**src/rtl/parity_frame_rx_pkg.sv**
```systemverilog
// Shared definitions for the parity frame receiver slice.
//   rx_state_e : receiver FSM states (IDLE, DATA, PAR, STOP)
//   PAR_EVEN / PAR_ODD : values for the PARITY_ODD parameter
package parity_frame_rx_pkg;

    typedef enum logic [1:0] {
        IDLE = 2'd0,
        DATA = 2'd1,
        PAR  = 2'd2,
        STOP = 2'd3
    } rx_state_e;

    localparam bit PAR_EVEN = 1'b0;
    localparam bit PAR_ODD  = 1'b1;

endpackage

```
**src/rtl/parity_frame_rx_if.sv**
```systemverilog
// Output bus of the parity frame receiver: received word, error flags and
// the valid/ready handshake.
//   dout       : received data word (DBIT bits)
//   dout_valid : dout and error flags are valid
//   dout_ready : consumer accepts when dout_valid && dout_ready
//   parity_err : parity mismatch, qualified by dout_valid
//   frame_err  : stop bit sampled as 0, qualified by dout_valid
// master = receiver side, slave = consumer side.
interface parity_frame_rx_if #(
    parameter int unsigned DBIT = 8
);
    logic [DBIT-1:0] dout;
    logic            dout_valid;
    logic            dout_ready;
    logic            parity_err;
    logic            frame_err;

    modport master (
        output dout,
        output dout_valid,
        output parity_err,
        output frame_err,
        input  dout_ready
    );

    modport slave (
        input  dout,
        input  dout_valid,
        input  parity_err,
        input  frame_err,
        output dout_ready
    );
endinterface

```
**src/rtl/parity_frame_rx_frame_out_reg.sv**
```systemverilog
// One-entry valid/ready holding register with overrun detection.
//   clk, reset_n : clock, asynchronous active-low reset
//   load         : a completed payload is offered this cycle
//   load_data    : payload offered with load
//   ready        : consumer accepts the held entry
//   data, valid  : held payload and its valid flag
//   overrun      : sticky, set when a load is dropped because the slot was
//                  full and not being accepted; cleared only by reset
module frame_out_reg #(
    parameter int unsigned WIDTH = 10
) (
    input  logic             clk,
    input  logic             reset_n,
    input  logic             load,
    input  logic [WIDTH-1:0] load_data,
    input  logic             ready,
    output logic [WIDTH-1:0] data,
    output logic             valid,
    output logic             overrun
);
    logic slot_free;

    // An entry being accepted this cycle frees the slot for a same-cycle load.
    assign slot_free = ~valid | ready;

    always_ff @(posedge clk or negedge reset_n) begin
        if (!reset_n) begin
            data    <= '0;
            valid   <= 1'b0;
            overrun <= 1'b0;
        end else begin
            if (load && slot_free) begin
                data  <= load_data;
                valid <= 1'b1;
            end else if (valid && ready) begin
                valid <= 1'b0;
            end
            if (load && !slot_free) begin
                overrun <= 1'b1;
            end
        end
    end
endmodule

```
**src/rtl/parity_frame_rx.sv**
```systemverilog
// Serial frame receiver: start bit, DBIT data bits LSB first, parity bit,
// stop bit, one bit per s_tick. Parity is accumulated as bits arrive.
//   clk, reset_n : clock, asynchronous active-low reset
//   s_tick       : bit-sample strobe; rx_in is sampled only when high
//   rx_in        : synchronized serial input, idle high
//   out_if       : word/error-flag output with valid/ready handshake
//   overrun      : sticky, a completed frame was dropped (slot full)
//   busy         : FSM is not in IDLE
module parity_frame_rx
    import parity_frame_rx_pkg::*;
#(
    parameter int unsigned DBIT       = 8,
    parameter bit          PARITY_ODD = PAR_EVEN
) (
    input  logic                     clk,
    input  logic                     reset_n,
    input  logic                     s_tick,
    input  logic                     rx_in,
    parity_frame_rx_if.master        out_if,
    output logic                     overrun,
    output logic                     busy
);
    localparam int unsigned CW = $clog2(DBIT + 1);

    rx_state_e       state_q, state_d;
    logic [DBIT-1:0] sreg_q, sreg_d;
    logic [CW-1:0]   cnt_q, cnt_d;
    logic            par_q, par_d;
    logic            pe_q, pe_d;
    logic            load;
    logic [DBIT+1:0] load_data;
    logic [DBIT+1:0] out_data;

    always_ff @(posedge clk or negedge reset_n) begin
        if (!reset_n) begin
            state_q <= IDLE;
            sreg_q  <= '0;
            cnt_q   <= '0;
            par_q   <= 1'b0;
            pe_q    <= 1'b0;
        end else begin
            state_q <= state_d;
            sreg_q  <= sreg_d;
            cnt_q   <= cnt_d;
            par_q   <= par_d;
            pe_q    <= pe_d;
        end
    end

    always_comb begin
        state_d   = state_q;
        sreg_d    = sreg_q;
        cnt_d     = cnt_q;
        par_d     = par_q;
        pe_d      = pe_q;
        load      = 1'b0;
        // Frame error is taken straight from the stop-bit sample; no flop needed.
        load_data = {sreg_q, pe_q, ~rx_in};
        if (s_tick) begin
            unique case (state_q)
                IDLE: begin
                    if (!rx_in) begin
                        state_d = DATA;
                        cnt_d   = '0;
                        par_d   = 1'b0;
                    end
                end
                DATA: begin
                    sreg_d = {rx_in, sreg_q[DBIT-1:1]};
                    par_d  = par_q ^ rx_in;
                    cnt_d  = cnt_q + CW'(1);
                    if (cnt_q == CW'(DBIT - 1)) begin
                        state_d = PAR;
                    end
                end
                PAR: begin
                    pe_d    = rx_in ^ par_q ^ PARITY_ODD;
                    state_d = STOP;
                end
                STOP: begin
                    load    = 1'b1;
                    state_d = IDLE;
                end
                default: state_d = IDLE;
            endcase
        end
    end

    frame_out_reg #(
        .WIDTH (DBIT + 2)
    ) u_out_reg (
        .clk       (clk),
        .reset_n   (reset_n),
        .load      (load),
        .load_data (load_data),
        .ready     (out_if.dout_ready),
        .data      (out_data),
        .valid     (out_if.dout_valid),
        .overrun   (overrun)
    );

    assign out_if.dout       = out_data[DBIT+1:2];
    assign out_if.parity_err = out_data[1];
    assign out_if.frame_err  = out_data[0];
    assign busy              = (state_q != IDLE);
endmodule

```
**src/flat_wrapper.sv**
```systemverilog
// flat-port wrapper written by rule: the top's interface ports become plain ports
module parity_frame_rx_flat import parity_frame_rx_pkg::*;
#(
    parameter int unsigned DBIT       = 8,
    parameter bit          PARITY_ODD = PAR_EVEN
)
  (clk, reset_n, s_tick, rx_in, overrun, busy, out_if_dout, out_if_dout_valid, out_if_parity_err, out_if_frame_err, out_if_dout_ready);
  parity_frame_rx_if #(.DBIT(DBIT)) out_if_i ();
  input  logic clk;
  input  logic reset_n;
  input  logic s_tick;
  input  logic rx_in;
  output logic overrun;
  output logic busy;
  output wire logic [$bits(out_if_i.dout)-1:0] out_if_dout;
  output wire logic [$bits(out_if_i.dout_valid)-1:0] out_if_dout_valid;
  output wire logic [$bits(out_if_i.parity_err)-1:0] out_if_parity_err;
  output wire logic [$bits(out_if_i.frame_err)-1:0] out_if_frame_err;
  input wire logic [$bits(out_if_i.dout_ready)-1:0] out_if_dout_ready;
  assign out_if_dout = out_if_i.dout;
  assign out_if_dout_valid = out_if_i.dout_valid;
  assign out_if_parity_err = out_if_i.parity_err;
  assign out_if_frame_err = out_if_i.frame_err;
  assign out_if_i.dout_ready = out_if_dout_ready;
  parity_frame_rx #(.DBIT(DBIT), .PARITY_ODD(PARITY_ODD)) u_core (.clk(clk), .reset_n(reset_n), .s_tick(s_tick), .rx_in(rx_in), .out_if(out_if_i), .overrun(overrun), .busy(busy));
endmodule
```
**config.mk**
```make
export PLATFORM = sky130hd
export DESIGN_NAME = parity_frame_rx_flat
export DESIGN_NICKNAME = d
export VERILOG_FILES = /design/src/rtl/parity_frame_rx_pkg.sv /design/src/rtl/parity_frame_rx_if.sv /design/src/rtl/parity_frame_rx_frame_out_reg.sv /design/src/rtl/parity_frame_rx.sv /design/src/flat_wrapper.sv
export SDC_FILE = /design/constraint.sdc
export NUM_CORES = 1
export LEC_CHECK = 0
export CAP_MARGIN = 20
export CORE_ASPECT_RATIO = 1.75
export CORE_UTILIZATION = 55
export CTS_CLUSTER_DIAMETER = 200
export DETAILED_ROUTE_END_ITERATION = 8
export GPL_ROUTABILITY_DRIVEN = 0
export PLACE_DENSITY = 0.84
export SKIP_LAST_GASP = 1
export SYNTH_ARGS = -nofsm -noshare
export SYNTH_HDL_FRONTEND = slang
export SYNTH_SLANG_ARGS = --single-unit
```
**constraint.sdc**
```tcl
create_clock -name clk -period 3.6 [get_ports clk]
set_input_delay 0.72 -clock clk [delete_from_list [all_inputs] [get_ports clk]]
set_output_delay 0.72 -clock clk [all_outputs]
set_load 0.1 [all_outputs]
```
==> flow_metrics.env, run 1 <==
export IMPL_io_pins=18
export IMPL_crit_fanout=2
export IMPL_clock_skew_ps=3.51
export IMPL_grt_max_degree=29
export IMPL_cap_violations=0
export IMPL_netlist_area_leader_share_pct=53.5
export IMPL_crit_reg2reg_launch="u_core.state_q[1]$_DFFE_PN0P_"
export IMPL_clk_path_buf_depth=2
export IMPL_start_kind="flop"
export IMPL_dieArea_sq_mm=0.00259
export IMPL_drc=0
export IMPL_nets=134
export IMPL_cts_hold_buf=0
export IMPL_hp_class="reg2reg"
export IMPL_antenna_cells=0
export IMPL_first_pass_iters=4
export IMPL_syn_nets=114
export IMPL_crit_required_ps=2880
export IMPL_cts_sinks=28
export IMPL_ys_ff_latch=28
export IMPL_cts_root_buffer="clkbuf_8"
export IMPL_synthCells=104
export IMPL_fmax_ghz=0.400
export IMPL_crit_chain="clkdlybuf4s50_1"
export IMPL_drv_slew=0
export IMPL_period_share_pct=69.4
export IMPL_critPathCaptureType="output pin"
export IMPL_ant_nets=0
export IMPL_dr_total_vias=874
export IMPL_dpl_hpwl_mm=1.69
export IMPL_row_count=23
export IMPL_cts_buffers=3
export IMPL_drive_above_1_share_pct=22.8
export IMPL_cts_setup_buffers=0
export IMPL_die_h_microns=66.5
export IMPL_startpoint="u_core.u_out_reg.overrun$_DFFE_PN0P_"
export IMPL_synthArstFlopShare_pct=100
export IMPL_path_class="reg2out"
export IMPL_synth_cell_area_sq_mm=0.00131
export IMPL_worst_pin_slew_ps=977
export IMPL_crit_end="overrun"
export IMPL_synth_warnings=0
export IMPL_overflow=0
export IMPL_wire_per_inst_microns=17.0
export IMPL_critical_path_arrival_ps=1780
export IMPL_cts_resized=0
export IMPL_cts_tree="yes"
export IMPL_grt_pass1_wl_mm=4.28
export IMPL_drt_total_wl_mm=2.52
export IMPL_rrSetupSlack_ps=1780
export IMPL_rr_worst_depth=5
export IMPL_slowest_stage="clkdlybuf4s50_1"
export IMPL_clock_latency_ps=270
export IMPL_antenna_found_initial=0
export IMPL_drt_initial_drc_count=20
export IMPL_critPathBufInv=1
export IMPL_crit_cells=1
export IMPL_min_period_ps=2500
export IMPL_rsz0062_at_grt="no"
export IMPL_hold_path_depth=1
export IMPL_grt_pass1_vias=925
export IMPL_ys_seq_area_share_pct=53.5
export IMPL_cts_max_level=1
export IMPL_reg2reg_to="u_core.par_q$_DFFE_PN0P_"
export IMPL_initial_core_util_pct=57.6
export IMPL_tns_ps=0
export IMPL_synth_most_common_cell="dfrtp_1"
export IMPL_cp_top_family="buffers and inverters"
export IMPL_synthTopCellsByCount="28 x dfrtp_1, 20 x mux2_2, 6 x a21oi_1"
export IMPL_area_growth_pct=19.8
export IMPL_grt_usage_pct=24.1
export IMPL_ys_top_cells_by_area="dfrtp_1 54%, mux2_2 17%, ha_1 4.8%"
export IMPL_ys_flop_type="dfrtp_1"
export IMPL_vias_per_cell=5.91
export IMPL_max_stage_delay_ps=1130
export IMPL_status="complete, no violations"
export IMPL_postSynthAreaPerCell_sq_um=12.6
export IMPL_synth_edf_count=0
export IMPL_core_area_sq_mm=0.00227
export IMPL_yosys_area_top_type="dfrtp_1"
export IMPL_die_w_microns=38.9
export IMPL_finalSetupViolCount=0
export IMPL_synthDistinctLibCells=31
export IMPL_finalHoldViolCount=0
export IMPL_io_buffers=17
export IMPL_clkSlewWorstSetupHoldPaths_ps=90
export IMPL_max_slew_margin_pct=34.7
## layout by cell type, fill, tap and decap left out, types with 2 or more instances in the layout
master and instances:
nand2b_1 2, nor2b_1 3, dfrtp_1 28, o21ai_0 3
nand2_1 5, mux2_2 20, nor3b_1 2, o21bai_1 2
inv_1 5, a221o_1 2, clkbuf_8 3, a21oi_1 6
buf_4 3, ha_1 5, clkdlybuf4s50_1 16
## how the worst min path moves through the flow
stage                                         start                                   end
2_1_floorplan                               reset_n           u_core.cnt_q[0]$_DFFE_PN0P_
3_3_place_gp   u_core.u_out_reg.overrun$_DFFE_PN0P_  u_core.u_out_reg.overrun$_DFFE_PN0P_
3_5_place_dp   u_core.u_out_reg.data[2]$_DFFE_PN0P_  u_core.u_out_reg.data[2]$_DFFE_PN0P_
4_1_cts        u_core.u_out_reg.data[2]$_DFFE_PN0P_  u_core.u_out_reg.data[2]$_DFFE_PN0P_
5_1_grt        u_core.u_out_reg.data[8]$_DFFE_PN0P_  u_core.u_out_reg.data[8]$_DFFE_PN0P_
6_report       u_core.u_out_reg.data[2]$_DFFE_PN0P_  u_core.u_out_reg.data[2]$_DFFE_PN0P_
## state kept, by name, summed over array words and instances (netlist names)
register,cells
u_core.u_out_reg.valid,1
u_core.u_out_reg.data,10
u_core.cnt_q,4
u_core.par_q,1
u_core.state_q,2
u_core.u_out_reg.overrun,1
u_core.pe_q,1
u_core.sreg_q,8
## per-stage QoR
step	instances	hold slack (ps)	instance area [sq um]	setup slack, ps	util, %
after floorplan	104	424	1310	1550	-
after global placement	144	464	1500	1270	65.8
after detailed placement	144	495	1500	1250	65.8
after CTS	148	516	1570	1080	69.0
after global routing	148	519	1570	1050	69.0
final	148	510	1570	1100	69.0
## area by class of cell
class	instances	area, sq um
clock buffer	3	41.3
clock inverter	1	30.0
fill	166	706
inverter	5	18.8
multi-input combinational	67	563
sequential	28	701
tap	25	31.3
timing repair buffer	19	183
## metal layers
layer  up-vias  wire [microns]  GRT usage (%)
met2        24            1360           38.5
met3         8              72           5.00
met1       432            1010           29.6
li1        410               -              -
met5         -               0              0
met4         0              68           12.1
## logic make-up after synthesis
| kind of cell | after synthesis | synth area share (%) |
|---|---|---|
| fa+ha+maj | 5 | 4.78 |
| xor+xnor | 1 | 0.669 |
| compound gates | 19 | 9.85 |
| mux | 21 | 18.0 |
| buf+inv | 9 | 3.44 |
| simple gates | 21 | 9.75 |
| flops | 28 | 53.5 |
Power of run 1 is not shown: default switching activity piles up to over one toggle a cycle in this logic, so the estimate is an artifact.
==> run 2, diff against run 1 <==
--- a/config.mk
+++ b/config.mk
@@ -7,11 +7,11 @@
 export LEC_CHECK = 0
 export CAP_MARGIN = 20
 export CORE_ASPECT_RATIO = 1.75
-export CORE_UTILIZATION = 55
+export CORE_UTILIZATION = 48
 export CTS_CLUSTER_DIAMETER = 200
 export DETAILED_ROUTE_END_ITERATION = 8
 export GPL_ROUTABILITY_DRIVEN = 0
-export PLACE_DENSITY = 0.84
+export PLACE_DENSITY = 0.78
 export SKIP_LAST_GASP = 1
 export SYNTH_ARGS = -nofsm -noshare
 export SYNTH_HDL_FRONTEND = slang
==> constraint.sdc (replaced) <==
create_clock -name clk -period 2.2 [get_ports clk]
set_input_delay 0.44 -clock clk [delete_from_list [all_inputs] [get_ports clk]]
set_output_delay 0.44 -clock clk [all_outputs]
set_load 0.1 [all_outputs]
==> run 2 against run 1 <==
  * Via count is 0.92% lower
  * Cell count is 2.0% higher
  * Critical path depth is 3 higher
  * Final area hardly changed
  * Clock skew is 1.6 ps lower
  * Clock-buffer cell count stayed put
  * Sequential share of layout area hardly changed
  * First-iteration DRC count is 5.0% lower
  * Non-clock buffer count is 2 higher
  * Wire length is 13% lower
  * Global-route usage is 7.9 points lower
==> flow_metrics.env, run 2 (synthesis results as in run 1) <==
export IMPL_finalWorstSetupSlack_ps=299
export IMPL_hp_class="reg2reg"
export IMPL_critical_path_arrival_ps=1460
export IMPL_initial_core_util_pct=51.9
export IMPL_cp_top_family="buffers and inverters"
export IMPL_clock_latency_ps=260
export IMPL_io_pins=18
export IMPL_clk_path_buf_depth=2
export IMPL_cts_setup_buffers=0
export IMPL_dieArea_sq_mm=0.00295
export IMPL_largestRegisters="u_core.u_out_reg.data: 10 flops, u_core.sreg_q: 8 flops, u_core.cnt_q: 4 flops"
export IMPL_mostFrequentLayoutCells="28 x dfrtp_1, 20 x mux2_2, 16 x buf_4"
export IMPL_wire_per_inst_microns=14.5
export IMPL_start_kind="flop"
export IMPL_grt_pass1_vias=901
export IMPL_io_buffers=17
export IMPL_vias_per_cell=5.74
export IMPL_tns_ps=0
export IMPL_final_common_cell="dfrtp_1"
export IMPL_antenna_cells=0
export IMPL_grt_max_degree=29
export IMPL_cts_hold_buf=0
export IMPL_drv_slew=0
export IMPL_area_growth_pct=19.7
export IMPL_slowest_stage="dfrtp_1"
export IMPL_first_pass_iters=4
export IMPL_drt_initial_drc_count=19
export IMPL_row_count=24
export IMPL_ant_nets=0
export IMPL_period_share_pct=86.4
export IMPL_core_area_sq_mm=0.00252
export IMPL_cts_max_level=1
export IMPL_fmax_ghz=0.526
export IMPL_grt_usage_pct=16.2
export IMPL_clock_skew_ps=1.94
export IMPL_regMostFlops="u_core.u_out_reg.data"
export IMPL_grt_pass1_wl_mm=3.81
export IMPL_cap_violations=0
export IMPL_path_common_cell="inv_1"
export IMPL_die_w_microns=41.5
export IMPL_cts_root_buffer="clkbuf_8"
export IMPL_status="complete, no violations"
export IMPL_cts_sinks=28
export IMPL_max_slew_margin_pct=74.8
export IMPL_critPathBufInv=3
export IMPL_pre_cts_ws_ps=215
export IMPL_cts_tree="yes"
export IMPL_rsz0062_at_grt="no"
export IMPL_cts_resized=0
export IMPL_clkSlewWorstSetupHoldPaths_ps=90
export IMPL_path_class="reg2out"
export IMPL_crit_chain="inv_1 -> ha_1 -> inv_1 -> buf_12"
export IMPL_nets=136
export IMPL_worst_pin_slew_ps=378
export IMPL_overflow=0
export IMPL_die_h_microns=71.1
export IMPL_crit_required_ps=1760
export IMPL_dpl_hpwl_mm=1.64
export IMPL_crit_fanout=8
export IMPL_cts_buffers=3
export IMPL_drc=0
export IMPL_drt_total_wl_mm=2.19
export IMPL_max_stage_delay_ps=430
export IMPL_finalHoldViolCount=0
export IMPL_finalSetupViolCount=0
export IMPL_critPathCaptureType="output pin"
export IMPL_min_period_ps=1900
export IMPL_antenna_found_initial=0
export IMPL_largest_reg_flops=10
export IMPL_dr_total_vias=866
export IMPL_drive_above_1_share_pct=33.6
==> run 2: changes by cell type in the layout (fill, tap and decap cells not counted), sizes merged <==
cell           change
buf               +14
clkdlybuf4s50     -12
==> run 2: final cells by class <==
cell class / instances / area, sq um
Multi-Input combinational cell: 67 / 563
Clock buffer: 3 / 41.3
Tap cell: 26 / 32.5
Clock inverter: 1 / 30.0
Sequential cell: 28 / 701
Inverter: 5 / 18.8
Timing Repair Buffer: 21 / 180
Fill cell: 206 / 956
==> run 2: path summary, 6_finish.rpt <==
| kind | startpoint | depth (start not counted) | endpoint | slack (ps) |
|---|---|---|---|---|
| max reg2reg | u_core.state_q[1]$_DFFE_PN0P_ | 4 | u_core.sreg_q[6]$_DFFE_PN0P_ | 480 |
| max in group asynchronous | reset_n | 2 | u_core.u_out_reg.data[2]$_DFFE_PN0P_ | 1410 |
| max | u_core.state_q[0]$_DFFE_PN0P_ | 4 | busy | 300 |
| min in group asynchronous | reset_n | 2 | u_core.u_out_reg.valid$_DFFE_PN0P_ | 540 |
| min | u_core.u_out_reg.overrun$_DFFE_PN0P_ | 1 | u_core.u_out_reg.overrun$_DFFE_PN0P_ | 510 |
| min reg2reg | u_core.u_out_reg.overrun$_DFFE_PN0P_ | 1 | u_core.u_out_reg.overrun$_DFFE_PN0P_ | 510 |
==> run 2: through the flow <==
stage / hold slack (ps) / cells / cell area [sq um] / util (%)
CTS: 514 / 151 / 1570 / 62.1
global route: 525 / 151 / 1570 / 62.1
floorplan: 144 / 104 / 1310 / -
detailed placement: 492 / 147 / 1500 / 59.3
global placement: 460 / 147 / 1500 / 59.3
finish: 506 / 151 / 1570 / 62.1
==> run 2: layer usage <==
layer  global-route usage [%]  wire, microns
met1                     19.1            880
met2                     29.3           1200
met3                     2.04             71
met5                        0              0
met4                     6.09             39
Power of run 2 is left out for the same reason.
==> run 3, diff against run 2 <==
--- a/config.mk
+++ b/config.mk
@@ -11,6 +11,7 @@
 export CTS_CLUSTER_DIAMETER = 200
 export DETAILED_ROUTE_END_ITERATION = 8
 export GPL_ROUTABILITY_DRIVEN = 0
+export HOLD_SLACK_MARGIN = 0.03
 export PLACE_DENSITY = 0.78
 export SKIP_LAST_GASP = 1
 export SYNTH_ARGS = -nofsm -noshare
==> results of run 3 <==
No change in the layout: final DEF, timing and power equal those of run 2.
Power of run 3 is left out for the same reason.
==> RTL change 1 (settings of run 3) <==
`DBIT` is set to 8 in 3 places; all go to 16.
--- a/src/rtl/parity_frame_rx_if.sv
+++ b/src/rtl/parity_frame_rx_if.sv
@@ -7,7 +7,7 @@
 //   frame_err  : stop bit sampled as 0, qualified by dout_valid
 // master = receiver side, slave = consumer side.
 interface parity_frame_rx_if #(
-    parameter int unsigned DBIT = 8
+    parameter int unsigned DBIT = 16
 );
     logic [DBIT-1:0] dout;
     logic            dout_valid;
--- a/src/rtl/parity_frame_rx.sv
+++ b/src/rtl/parity_frame_rx.sv
@@ -9,7 +9,7 @@
 module parity_frame_rx
     import parity_frame_rx_pkg::*;
 #(
-    parameter int unsigned DBIT       = 8,
+    parameter int unsigned DBIT       = 16,
     parameter bit          PARITY_ODD = PAR_EVEN
 ) (
     input  logic                     clk,
--- a/src/flat_wrapper.sv
+++ b/src/flat_wrapper.sv
@@ -1,7 +1,7 @@
 // flat-port wrapper written by rule: the top's interface ports become plain ports
 module parity_frame_rx_flat import parity_frame_rx_pkg::*;
 #(
-    parameter int unsigned DBIT       = 8,
+    parameter int unsigned DBIT       = 16,
     parameter bit          PARITY_ODD = PAR_EVEN
 )
   (clk, reset_n, s_tick, rx_in, overrun, busy, out_if_dout, out_if_dout_valid, out_if_parity_err, out_if_frame_err, out_if_dout_ready);
Interface: changed (resized out_if_dout); port bits go from 18 to 26. The function was not compared with the original's and may differ.
==> RTL change 1 against run 3 <==
  * Core utilization decreased by 1.6 points
  * Global-route usage increased by 1.8 points
  * Cell area up 51%
  * Routed wire length grew 50%
  * Final cell count rose by 39%
  * Count of clock-buffer cells in the layout up 2
  * Worst setup slack got worse by 83 ps
  * Sequential cell count up 17
  * Register-to-register slack improved by 50 ps
  * Area after synthesis is 52% higher
Power is left out: the tool's default activity adds up to more than one toggle a clock period on the data nets, which glitch-free logic cannot reach.
==> RTL change 1: results (changes against run 3) <==
Outcome
  • Outcome: complete, no violations

Critical path
  • WS Path Type: flop to output port
  • CP Max Fanout: 7 (-1)
  • Crit-path slowest cell: dfrtp_1
  • Reg2Reg Depth: 5 (+1)
  • Reg-to-reg slack, setup: 530 ps (+50 ps)
  • CP peak stage delay: 410 ps (-20 ps)
  • Worst setup path endpoint: busy
  • Setup crit start: u_core.state_q[0]
  • Terminus of the critical flop-to-flop path: u_core.state_q[1]
  • Crit path DAT: 1540 ps (+80 ps)
  • R2R Path Start: u_core.cnt_q[0]

Drt
  • Routed wire length per instance: 15.6 um (+7.9%)
  • First drt pass iteration count: 2 (-2)
  • Post-Route WL: 3280 um (+50%)
  • Vias: 1123 (+30%)
  • Starting DRT DRC Count: 11 (-8)

Global routing
  • GRT Util Overall: 0.180 (+0.0181)
  • Largest net degree at the start of global routing: 46 (+59%)
  • Vias in the first global route: 1217 (+35%)
  • Initial antenna violation count: 0 (unchanged)
  • First-pass GRT wire length: 5800 um (+52%)

Synth
  • Yosys warnings: 0 (unchanged)
  • Sequential element share of the synthesized area: 0.567 (+0.0314)
  • List of most frequent post-synthesis cells: dfrtp_1 (45), mux2_2 (24), mux2_4 (10), inv_1 (7), ha_1 (6)
  • Cell count after synthesis: 131 (+26%)
  • Syn nets: 142 (+25%)
  • Top post-synthesis cells by area: dfrtp_1 (57%), mux2_2 (14%), mux2_4 (7.6%)
  • Asr flop ratio synth: 1.00 (unchanged)
  • Synth unique cells: 32 (+3.2%)

Clocking
  • # H-tree levels: 2 (+1)
  • Cts hold-fix bufs: 0 (unchanged)
  • Setup repair bufs after CTS: 0 (unchanged)
  • Num CTS Buffers: 5 (+2)
  • Worst-Skew Late Latency: 300 ps (+40 ps)

Placement
  • Placed cell area: 2230 um^2 (+49%)
  • Placed Instances: 202 (+37%)
  • Post-DP HPWL: 2280 um (+39%)
  • Input/output buffers: 25 (+8)

Cells and area
  • # diodes: 0 (unchanged)
  • Biggest regs: u_core.u_out_reg.data x18, u_core.sreg_q x16, u_core.cnt_q x5
  • Fin nets: 172 (+26%)
  • Layout cells sized above 1: 0.457 (+0.121)

Timing
  • Clock Skew: 3.84 ps (+1.89 ps)
  • Least-Margin Pin Slew: 551 ps (+173 ps)

Min path
  • Min-delay worst type: input port to asynchronous set/reset pin
RTL change 1: changes by cell type after synthesis, sizes merged, moves of 2 or more:
cell / change
o2bb2ai: +2
inv: +2
a221o: -2
dfrtp: +17
mux2: +14
and2: -2
a21oi: -3
RTL change 1: layer usage:
layer  share of wire  GRT usage  vias to the layer above
met3           0.026     0.0401                        5
met5               0          0                        -
li1                -          -                      517
met2            0.55      0.309                       18
met1            0.41      0.207                      583
met4           0.021     0.0909                        0
RTL change 1: cell families after synthesis:
family / share of synthesized area
flip-flops: 0.567
multiplexers: 0.222
AO/OA/AOI/OAI: 0.0731
AND/OR/NAND/NOR: 0.0560
buffers and inverters: 0.0403
adder cells (fa/ha/maj): 0.0378
XOR/XNOR: 0.00441
RTL change 1: final cells by class:
class	count	area, um^2
well taps	48	60.1
repair buffers	27	233
multi-input cells	75	781
fillers	327	1540
flip-flops and latches	45	1130
clock buffers	5	68.8
inverters	7	26.3
clock inverters	3	68.8
RTL change 1: worst reg2reg max path, delay by kind of cell, from the launching register on:
family,cells,cell delay (ps)
flip-flops,1,420
adder cells (fa/ha/maj),2,450
AO/OA/AOI/OAI,1,180
multiplexers,1,310
AND/OR/NAND/NOR,1,200
RTL change 1: worst min path at each step:
stage / slack, ps / depth (start not counted) / endpoint
final: 220 / 2 / u_core.u_out_reg.data[13]
after global routing: 260 / 2 / u_core.u_out_reg.data[11]
after CTS: 230 / 2 / u_core.sreg_q[6]
after detailed placement: 470 / 1 / u_core.u_out_reg.overrun
after global placement: 460 / 1 / u_core.u_out_reg.overrun
after floorplan: 140 / 0 / u_core.cnt_q[0]
RTL change 1: stage by stage:
step	hold slack, ps	worst slack (ps)	util
after detailed placement	467	144	0.570
after CTS	226	188	0.605
after global placement	462	195	0.570
after floorplan	144	355	-
final	216	216	0.605
after global routing	260	135	0.605
==> RTL change 2 (settings of run 3) <==
Made on the original files. Compare `cnt_q` against `CW'(DBIT - 1)` with >= in place of ==.
--- a/src/rtl/parity_frame_rx.sv
+++ b/src/rtl/parity_frame_rx.sv
@@ -69,7 +69,7 @@
                     sreg_d = {rx_in, sreg_q[DBIT-1:1]};
                     par_d  = par_q ^ rx_in;
                     cnt_d  = cnt_q + CW'(1);
-                    if (cnt_q == CW'(DBIT - 1)) begin
+                    if (cnt_q >= CW'(DBIT - 1)) begin
                         state_d = PAR;
                     end
                 end
Function: same outputs for any inputs over 10 cycles, from zero or initial values and one cycle with reset_n low; that may be too few to reach the edited logic, so the function may still have changed.
==> RTL change 2 against run 3 <==
  * Sequential share of layout area grew 0.69 points
  * Synthesized cell count grew 15%
  * Routed wire length grew 2.6%
  * Worst setup slack lost 22 ps
  * First-iteration DRC count grew 110%
  * Sequential cell count is the same
  * Via count grew 5.9%
  * Maximum frequency shrank 1.1%
  * Critical path type unchanged
  * Cell area shrank 1.5%
  * Clock skew is essentially flat
  * Area after synthesis shrank 2.5%
Power is left out: the tool's default activity adds up to more than one toggle a clock period on the data nets, which glitch-free logic cannot reach.
==> RTL change 2: results (changes against run 3) <==
Outcome
  • Outcome: complete, no violations

Drt
  • Post-Route WL: 2240 um (+2.6%)
  • Starting DRT DRC Count: 39 (+20)
  • Via density per instance: 5.49 (-4.3%)
  • First drt pass iteration count: 4 (unchanged)

Clocking
  • Cts repair resizes: 0 (unchanged)
  • Clock root buffer: clkbuf_8
  • Clock buffer depth: 2 (unchanged)
  • Worst-Skew Late Latency: 270 ps
  • # H-tree levels: 1 (unchanged)

Placement
  • Post-DP HPWL: 1680 um (+2.2%)

Global routing
  • First-pass GRT wire length: 3910 um (+2.5%)
  • Initial antenna violation count: 0 (unchanged)
  • Largest net degree at the start of global routing: 29 (unchanged)
  • GRT Util Overall: 0.192 (+0.0295)
  • Vias in the first global route: 922 (+2.3%)

Synth
  • List of most frequent post-synthesis cells: nand2_1 (33), dfrtp_1 (28), mux2_2 (9), a21oi_1 (7)
  • Asr flop ratio synth: 1.00 (unchanged)
  • Top post-synthesis cells by area: dfrtp_1 (55%), nand2_1 (9.7%), mux2_2 (7.9%)
  • Sequential element share of the synthesized area: 0.549 (+0.0136)
  • Post-synth top flop: dfrtp_1
  • Syn nets: 130 (+14%)

Cells and area
  • # diodes: 0 (unchanged)
  • Fin nets: 152 (+12%)
  • Fillers: 209 (+1.5%)
  • Layout cells sized above 1: 0.255 (-0.0807)
  • Biggest regs: u_core.u_out_reg.data x10, u_core.sreg_q x8, u_core.cnt_q x4

Min path
  • Min-delay worst type: flop to flop

Timing
  • Clock Skew: 2.26 ps (+0.315 ps)
  • Max_slew headroom: 0.751 (+0.00340)

Critical path
  • Crit path DAT: 1480 ps (+20 ps)
  • CP Max Fanout: 10 (+2)
[RTL change 2: changes by cell type in the layout (fill, tap and decap cells not counted), sizes merged, moves of 2 or more]
cell	delta
and2	-2
mux2	-10
nand2	+28
nand3	+2
nor3b	-2
[RTL change 2: layout make-up]
| cell class | instances | share of cell area |
|---|---|---|
| Clock buffer | 3 | 0.0268 |
| Tap cell | 26 | 0.0211 |
| Inverter | 5 | 0.0122 |
| Timing Repair Buffer | 22 | 0.122 |
| Multi-Input combinational cell | 82 | 0.345 |
| Clock inverter | 1 | 0.0195 |
| Sequential cell | 28 | 0.454 |
[RTL change 2: logic make-up after synthesis]
family          synth area share
xor+xnor                 0.00686
simple gates               0.168
mux                       0.0990
flops                      0.549
compound gates            0.0941
fa+ha+maj                 0.0490
buf+inv                   0.0343
[RTL change 2: final timing paths]
check	start	end	slack, ps	cells after the start
worst max-delay path	u_core.state_q[0]	busy	280	4
worst min-delay path	u_core.sreg_q[0]	u_core.u_out_reg.data[2]	480	2
worst max register to register	u_core.state_q[1]	u_core.state_q[1]	450	6
worst min register to register	u_core.sreg_q[0]	u_core.u_out_reg.data[2]	480	2
max in group asynchronous	reset_n	u_core.sreg_q[6]	1400	2
min in group asynchronous	reset_n	u_core.u_out_reg.valid	550	2
[RTL change 2: worst reg2reg max path, stage by stage, from the launching register on]
cell and delay (ps):
dfrtp_1 420, inv_1 90, ha_1 300, inv_2 90, a211o_1 300, nor2b_4 140, mux2_4 290
[RTL change 2: per-stage QoR]
step / hold slack, ps / cells / instance area [um^2] / setup WS (ps) / utilization
floorplan: 144 / 120 / 1280 / 392 / -
CTS: 479 / 167 / 1540 / 266 / 0.619
detailed placement: 456 / 163 / 1470 / 380 / 0.590
global placement: 456 / 163 / 1470 / 386 / 0.590
finish: 476 / 167 / 1540 / 278 / 0.619
global route: 507 / 167 / 1540 / 188 / 0.619
[RTL change 2: metal layers]
| layer | global-route usage | part of all wire | vias up | wire length (um) |
|---|---|---|---|---|
| met5 | 0 | 0 | - | 0 |
| met3 | 0.0190 | 0.025 | 2 | 55 |
| li1 | - | - | 450 | - |
| met1 | 0.221 | 0.39 | 450 | 885 |
| met4 | 0.0667 | 0.0094 | 0 | 21 |
| met2 | 0.333 | 0.57 | 15 | 1280 |
